==> src/rtl/hand_dealer.sv <==
//==============================================================================
// Module      : hand_dealer
// Description : Deals up to three cards from a free-running 1..CARD_MAX counter
//               and keeps the running Baccarat score (sum of points mod 10).
// Revision    : 1.0 - initial release
//==============================================================================
`default_nettype none

module hand_dealer #(
    parameter int CARD_MAX = 13
) (
    input  logic       clk,
    input  logic       reset,
    input  logic       deal_req,
    input  logic       clear,
    output logic [3:0] card1,
    output logic [3:0] card2,
    output logic [3:0] card3,
    output logic [3:0] score,
    output logic [1:0] num_cards,
    output logic       hand_full,
    output logic       deal_ack
);

    typedef enum logic [1:0] {
        EMPTY = 2'd0,
        ONE   = 2'd1,
        TWO   = 2'd2,
        FULL  = 2'd3
    } state_t;

    localparam logic [3:0] CNT_MAX = 4'(CARD_MAX);

    state_t     state;
    state_t     state_nxt;
    logic [3:0] cnt;
    logic [3:0] cnt_nxt;
    logic       req_d;
    logic       deal_evt;
    logic [3:0] pts;
    logic [4:0] sum;
    logic [4:0] sum_adj;
    logic [3:0] score_sum;
    logic [3:0] card1_nxt;
    logic [3:0] card2_nxt;
    logic [3:0] card3_nxt;
    logic [3:0] score_nxt;
    logic       ack_nxt;

    // req_d resets high so a key held through reset release is not a deal
    always_ff @(posedge clk or posedge reset) begin
        if (reset) begin
            state    <= EMPTY;
            cnt      <= 4'd1;
            req_d    <= 1'b1;
            card1    <= 4'd0;
            card2    <= 4'd0;
            card3    <= 4'd0;
            score    <= 4'd0;
            deal_ack <= 1'b0;
        end else begin
            state    <= state_nxt;
            cnt      <= cnt_nxt;
            req_d    <= deal_req;
            card1    <= card1_nxt;
            card2    <= card2_nxt;
            card3    <= card3_nxt;
            score    <= score_nxt;
            deal_ack <= ack_nxt;
        end
    end

    always_comb begin
        cnt_nxt   = (cnt == CNT_MAX) ? 4'd1 : cnt + 4'd1;
        deal_evt  = deal_req & ~req_d;
        // Face cards and tens are worth zero; sum of two digits never exceeds 18
        pts       = (cnt <= 4'd9) ? cnt : 4'd0;
        sum       = {1'b0, score} + {1'b0, pts};
        sum_adj   = sum - 5'd10;
        score_sum = (sum >= 5'd10) ? sum_adj[3:0] : sum[3:0];

        state_nxt = state;
        card1_nxt = card1;
        card2_nxt = card2;
        card3_nxt = card3;
        score_nxt = score;
        ack_nxt   = 1'b0;

        if (clear) begin
            state_nxt = EMPTY;
            card1_nxt = 4'd0;
            card2_nxt = 4'd0;
            card3_nxt = 4'd0;
            score_nxt = 4'd0;
        end else if (deal_evt) begin
            case (state)
                EMPTY: begin
                    card1_nxt = cnt;
                    state_nxt = ONE;
                end
                ONE: begin
                    card2_nxt = cnt;
                    state_nxt = TWO;
                end
                TWO: begin
                    card3_nxt = cnt;
                    state_nxt = FULL;
                end
                default: begin
                    state_nxt = state;
                end
            endcase
            if (state != FULL) begin
                score_nxt = score_sum;
                ack_nxt   = 1'b1;
            end
        end
    end

    assign num_cards = state;
    assign hand_full = (state == FULL);

endmodule

`default_nettype wire
==> config.mk <==
export PLATFORM = sky130hd
export DESIGN_NAME = hand_dealer
export DESIGN_NICKNAME = d
export VERILOG_FILES = /design/src/rtl/hand_dealer.sv
export SDC_FILE = /design/constraint.sdc
export NUM_CORES = 1
export LEC_CHECK = 0
export ABC_CLOCK_PERIOD_IN_PS = 3550
export CORE_MARGIN = 5
export CORE_UTILIZATION = 51
export CTS_CLUSTER_SIZE = 10
export DETAILED_ROUTE_END_ITERATION = 16
export PLACE_DENSITY = 0.85
export SLEW_MARGIN = 20
export SYNTH_ARGS = -nofsm -noshare
export SYNTH_HDL_FRONTEND = slang
export SYNTH_SLANG_ARGS = --single-unit
==> constraint.sdc <==
create_clock -name clk -period 3.55 [get_ports clk]
set_input_delay 0.71 -clock clk [delete_from_list [all_inputs] [get_ports clk]]
set_output_delay 0.71 -clock clk [all_outputs]
set_load 0.005 [all_outputs]
======== Yosys cells after proc, flatten, opt, wreduce, memory -nomap -nowiden ========
Index checks and enable logic that the tools add are counted.
storage, ports and cells
  register bits ........................... 24
  word-level logic and storage cells ...... 53
cells by class
  add/sub/neg operators ................... 3
  equal/unequal tests ..................... 5
  $lt $le $gt $ge ......................... 2
  bitwise gates (word level) .............. 2
  reduce and logical (&&, ||, !) cells .... 12
  multiplexer cells ....................... 21
operator list
  operator                                                count
  two-way mux 4 bit                                       15
  AND reduction 2 bit                                     5
  nonzero test 2 bit                                      5
  one-hot mux 2 bit (3 select lines)                      1
  adder 4 x 4 -> 5 bit                                    1
  >= comparator 5 x 4 -> 1 bit (second input constant)    1
  adder 4 x 1 -> 4 bit (second input constant)            1
  equality test 2 bit (second input constant)             2
  equality test 4 bit (second input constant)             1
  less-or-equal comparator 4 bit (second input constant)  1
  two-way mux 2 bit                                       2
  nonzero test 4 bit                                      1
  subtractor 4 bit (second input constant)                1
  two-way mux 1 bit                                       3
  equality test 2 x 1 -> 1 bit (second input constant)    1
  logical NOT 2 bit                                       1
  != test 2 bit (second input constant)                   1
  AND 1 bit                                               1
  NOT 1 bit                                               1

======== Logic depth before layout (Yosys ltp) ========
  word-level depth ........................ 8
  depth in mapped cells ................... 12

======== Least setup slack after synthesis ========
No wires, ideal clock.
  path type ............................... register to register
  start point ............................. reg cnt[2]
  end point ............................... reg score[1]
  arrival time ............................ 2,628 ps
  period minus slack after synthesis ...... 2,695 ps
  setup time .............................. 67 ps
  path slack .............................. 855 ps
  data required time ...................... 3,483 ps
  cell stages (with the launch flop) ...... 13
  cell sequence ........................... dfrtp_1 > clkbuf_1 > o21ai_0 > and2_1 > ha_1 > fa_1 > xor2_1 > inv_1 > ha_1 > o221ai_2 > nand3_2 > a2111oi_2 > a311o_1
on the way
  cells in the longest elaborated chain, start to end .. 8
  elaborated cells between the ends (all ways) .. 9
  those cells by class .................... add/sub: 2; order compare: 2; mux: 5
RTL lines
  element                                                           RTL line  text
  start: declaration                                                36        logic [3:0] cnt;
  start signal: assignment                                          63        cnt <= cnt_nxt;
  less-or-equal comparator 4 bit                                    77        pts = (cnt <= 4'd9) ? cnt : 4'd0;
  two-way mux 4 bit (*)                                             77
  adder 4 x 4 -> 5 bit (*)                                          78        sum = {1'b0, score} + {1'b0, pts};
  subtractor 4 bit or >= comparator 5 x 4 -> 1 bit (tied branches)  79, 80
  two-way mux 4 bit (*)                                             80        score_sum = (sum >= 5'd10) ? sum_adj[3:0] : sum[3:0];
  two-way mux 4 bit (*)                                             113       if (state != FULL) begin
  two-way mux 4 bit (*)                                             95        end else if (deal_evt) begin
  two-way mux 4 bit (*)                                             89        if (clear) begin
  end signal: assignment                                            68        score <= score_nxt;
  end: declaration                                                  19        output logic [3:0] score,
Every way passes the cells marked *; elsewhere a longest branch is shown, timed or not. The select of a mux whose other input is x is not followed.
A chain may end at the register's enable or synchronous reset.

======== Worst setup path in the final report ========
  start point ............................. reg cnt[3]
  end point ............................... reg score[2]
Same word-level chain as after synthesis.

==> flow_summary.ini <==
[yosys]
syn_area_mm2 = 0.00133
synthArstFlopShare_pct = 100
yosysSeqAreaShare_pct = 45.4
synth_cell_type_count = 33
yosys_warnings = 0
synth_ff_type = dfrtp_1
ys_ff_latch = 24
synth_edf_count = 0
syn_nets = 154
syn_inst = 140
synth.avg_cell_area_um2 = 9.48

[floorplan]
rows = 18
die_h_um = 61.0
die_x_um = 61.0
fp.coreArea_mm2 = 0.00248
ios = 24
die-area_mm2 = 0.00372
start_util_pct = 53.6

[clock_tree]
clock_sinks = 24
clk_pin_slew_ps = 140
cts_resized = 0
numCtsBuffers = 3
ctsLongestPathBuffers = 2
tritoncts = built
clock_latency_ps = 330
cts_max_level = 1
clockRootBuffer = clkbuf_4
postCtsSetupRepairBufs = 0
hold_buffers = 0

[layout]
syn_to_final_growth_pct = 21.0
drive_above_1_share_pct = 7.50
n_antenna_cell = 0
seq_area_um2 = 603
multi_input_area_um2 = 658
nets = 175
final_core_util_pct = 64.8
num-fill-cells = 208
fin_area_mm2 = 0.00161

[power]
switching_share_pct = 26.4
p_leak_uw = 0.000709
power_frac_seq_pct = 55.6
p_switching_uw = 138
internal-power_uw = 384
pwr-share-comb_pct = 16.1
power.density_mw_per_mm2 = 325
pwr-share-clk_pct = 28.3
power_uw = 522
max-vdd-ir-drop_mv = 0.286

[detailed_routing]
wl_um = 2840
drc = 0
ant_nets = 0
first_pass_iters = 4
first_iter_violations = 52
wire_per_inst_um = 14.9
via_per_inst = 5.71
via_count = 1085

[sta]
slew_violations = 0
min_period_over_period_pct = 82.1
setup_viol = 0
clock_skew_ps = 11.7
setup_tns_ps = 0
setup_ws_ps = 635
slew_headroom_pct = 40.9
period_minus_slack_ps = 2920
fmax_ghz = 0.343
worst_pin_slew_ps = 886
hold_viol_final = 0
grt_setup_unrepaired = false

[setup_path]
r2r_slack_ps = 630
rr_endpoint = score[2]$_DFFE_PP0P_
crit_chain = o21ai_0, and2_1, ha_1, fa_1, xor2_1, inv_1, ha_1, o221ai_2, nand3_2, a2111oi_2, a311o_1
cp_slowest_cell = dfrtp_1
end_kind = flop
cp_top_family = adder cells
cp_common_cell = ha_1
reg2regPathDepth = 11
cp_max_fo = 11
worstSetupPathType = flop to flop
max_stage_delay_ps = 540
critPathRequiredTime_ps = 3810
start_kind = flop
startpoint = cnt[3]$_DFF_PP0_
reg2reg_from = cnt[3]$_DFF_PP0_
cp.arrival_ps = 3180
cp_num_buf_inv = 1

[outcome]
outcome = finished, final reports clean

[worst_hold_path]
hold_end = card3[3]$_DFFE_PP0P_
hp-start = card3[3]$_DFFE_PP0P_
hold_depth = 2
hp-class = flop to flop

[place]
dp_slack_ps = 686
postPlaceCellArea_mm2 = 0.00157
globalplace.congestion = 0.763
hpwl_um = 2070
numPortBuffers = 23

[grt]
antenna_found_initial = 0
grt_pass1_wl_um = 4820
grt_pass1_vias = 1097
grt_max_degree = 25
grtUsageTotal_pct = 17.4
overflow = 0

[flow_run]
cap_violations = 0
power groups by stage:
stage / registers [uW] / logic [uW] / clock network, uW
3_3_place_gp: 295 / 80.6 / 0
5_1_grt: 292 / 93.2 / 164
3_5_place_dp: 295 / 84.1 / 0
4_1_cts: 290 / 84.7 / 147
2_1_floorplan: 295 / 51.6 / 0
6_report: 290 / 83.7 / 148
sequential cells by signal (all words and copies together), names as in the netlist:
register   count
card2          4
card1          4
score          4
card3          4
cnt            4
num_cards      2
deal_ack       1
req_d          1
worst min-delay path: cells and delay by family (launching register included):
family	cells	cell delay, ps
compound gates	1	60
simple gates	1	60
flops	1	400
cells in the final DEF (no fill, tap or decap), types with 2 or more instances in the layout:
master,count
nand3_1,14
a311o_1,2
inv_1,9
a21oi_1,15
nand2_1,21
clkdlybuf4s50_1,23
o21ai_0,5
dfrtp_1,22
nor2b_1,3
clkbuf_4,3
nor2_1,5
a2111oi_2,2
mux2i_1,5
ha_1,9
nand2b_1,2
dfstp_2,2
how the worst max path moves through the flow:
stage | slack (ps) | endpoint | depth (start not counted)
2_1_floorplan | 860 | score[1]$_DFFE_PP0P_ | 12
3_3_place_gp | 860 | score[1]$_DFFE_PP0P_ | 11
3_5_place_dp | 690 | score[2]$_DFFE_PP0P_ | 11
4_1_cts | 650 | score[2]$_DFFE_PP0P_ | 11
5_1_grt | 410 | score[1]$_DFFE_PP0P_ | 11
6_report | 630 | score[2]$_DFFE_PP0P_ | 11
routing by layer:
| layer | up-vias | global-route usage, % | share of wire (%) |
|---|---|---|---|
| met2 | 24 | 29.3 | 51 |
| met5 | - | 0 | 0 |
| met1 | 529 | 21.3 | 43 |
| li1 | 525 | - | - |
| met4 | 0 | 9.29 | 2.5 |
| met3 | 7 | 2.73 | 3.6 |
layout make-up:
class / instances / share of cell area [%]
Sequential cell: 24 / 37.5
Timing Repair Buffer: 24 / 14.8
Inverter: 9 / 2.10
Multi-Input combinational cell: 99 / 41.0
Tap cell: 30 / 2.34
Clock buffer: 4 / 2.26
stage by stage:
step	cells	hold slack (ps)
after floorplan	140	522
after global placement	186	502
after detailed placement	186	504
after CTS	190	535
after global routing	190	554
final	190	535
cells by family (layout without fill, tap and decap cells):
| family | count (synthesis) | count (layout) | share of synthesized area [%] |
|---|---|---|---|
| xor+xnor | 1 | 1 | 0.660 |
| mux | 6 | 6 | 4.62 |
| compound gates | 30 | 30 | 15.6 |
| simple gates | 52 | 52 | 18.8 |
| buf+inv | 17 | 37 | 5.00 |
| fa+ha+maj | 10 | 10 | 9.99 |
| flops | 24 | 24 | 45.4 |
synth_stat cells (3+ instances only):
cell,instances,area (um^2)
inv_1,9,33.8
ha_1,9,113
a21oi_1,15,75.1
nor2b_1,3,18.8
mux2i_1,5,50.1
nand2_1,21,78.8
dfrtp_1,22,551
clkbuf_1,5,18.8
o21ai_0,5,25.0
nand3_1,14,70.1
nor2_1,5,18.8
No activity file was read; power rests on OpenSTA's default activity.
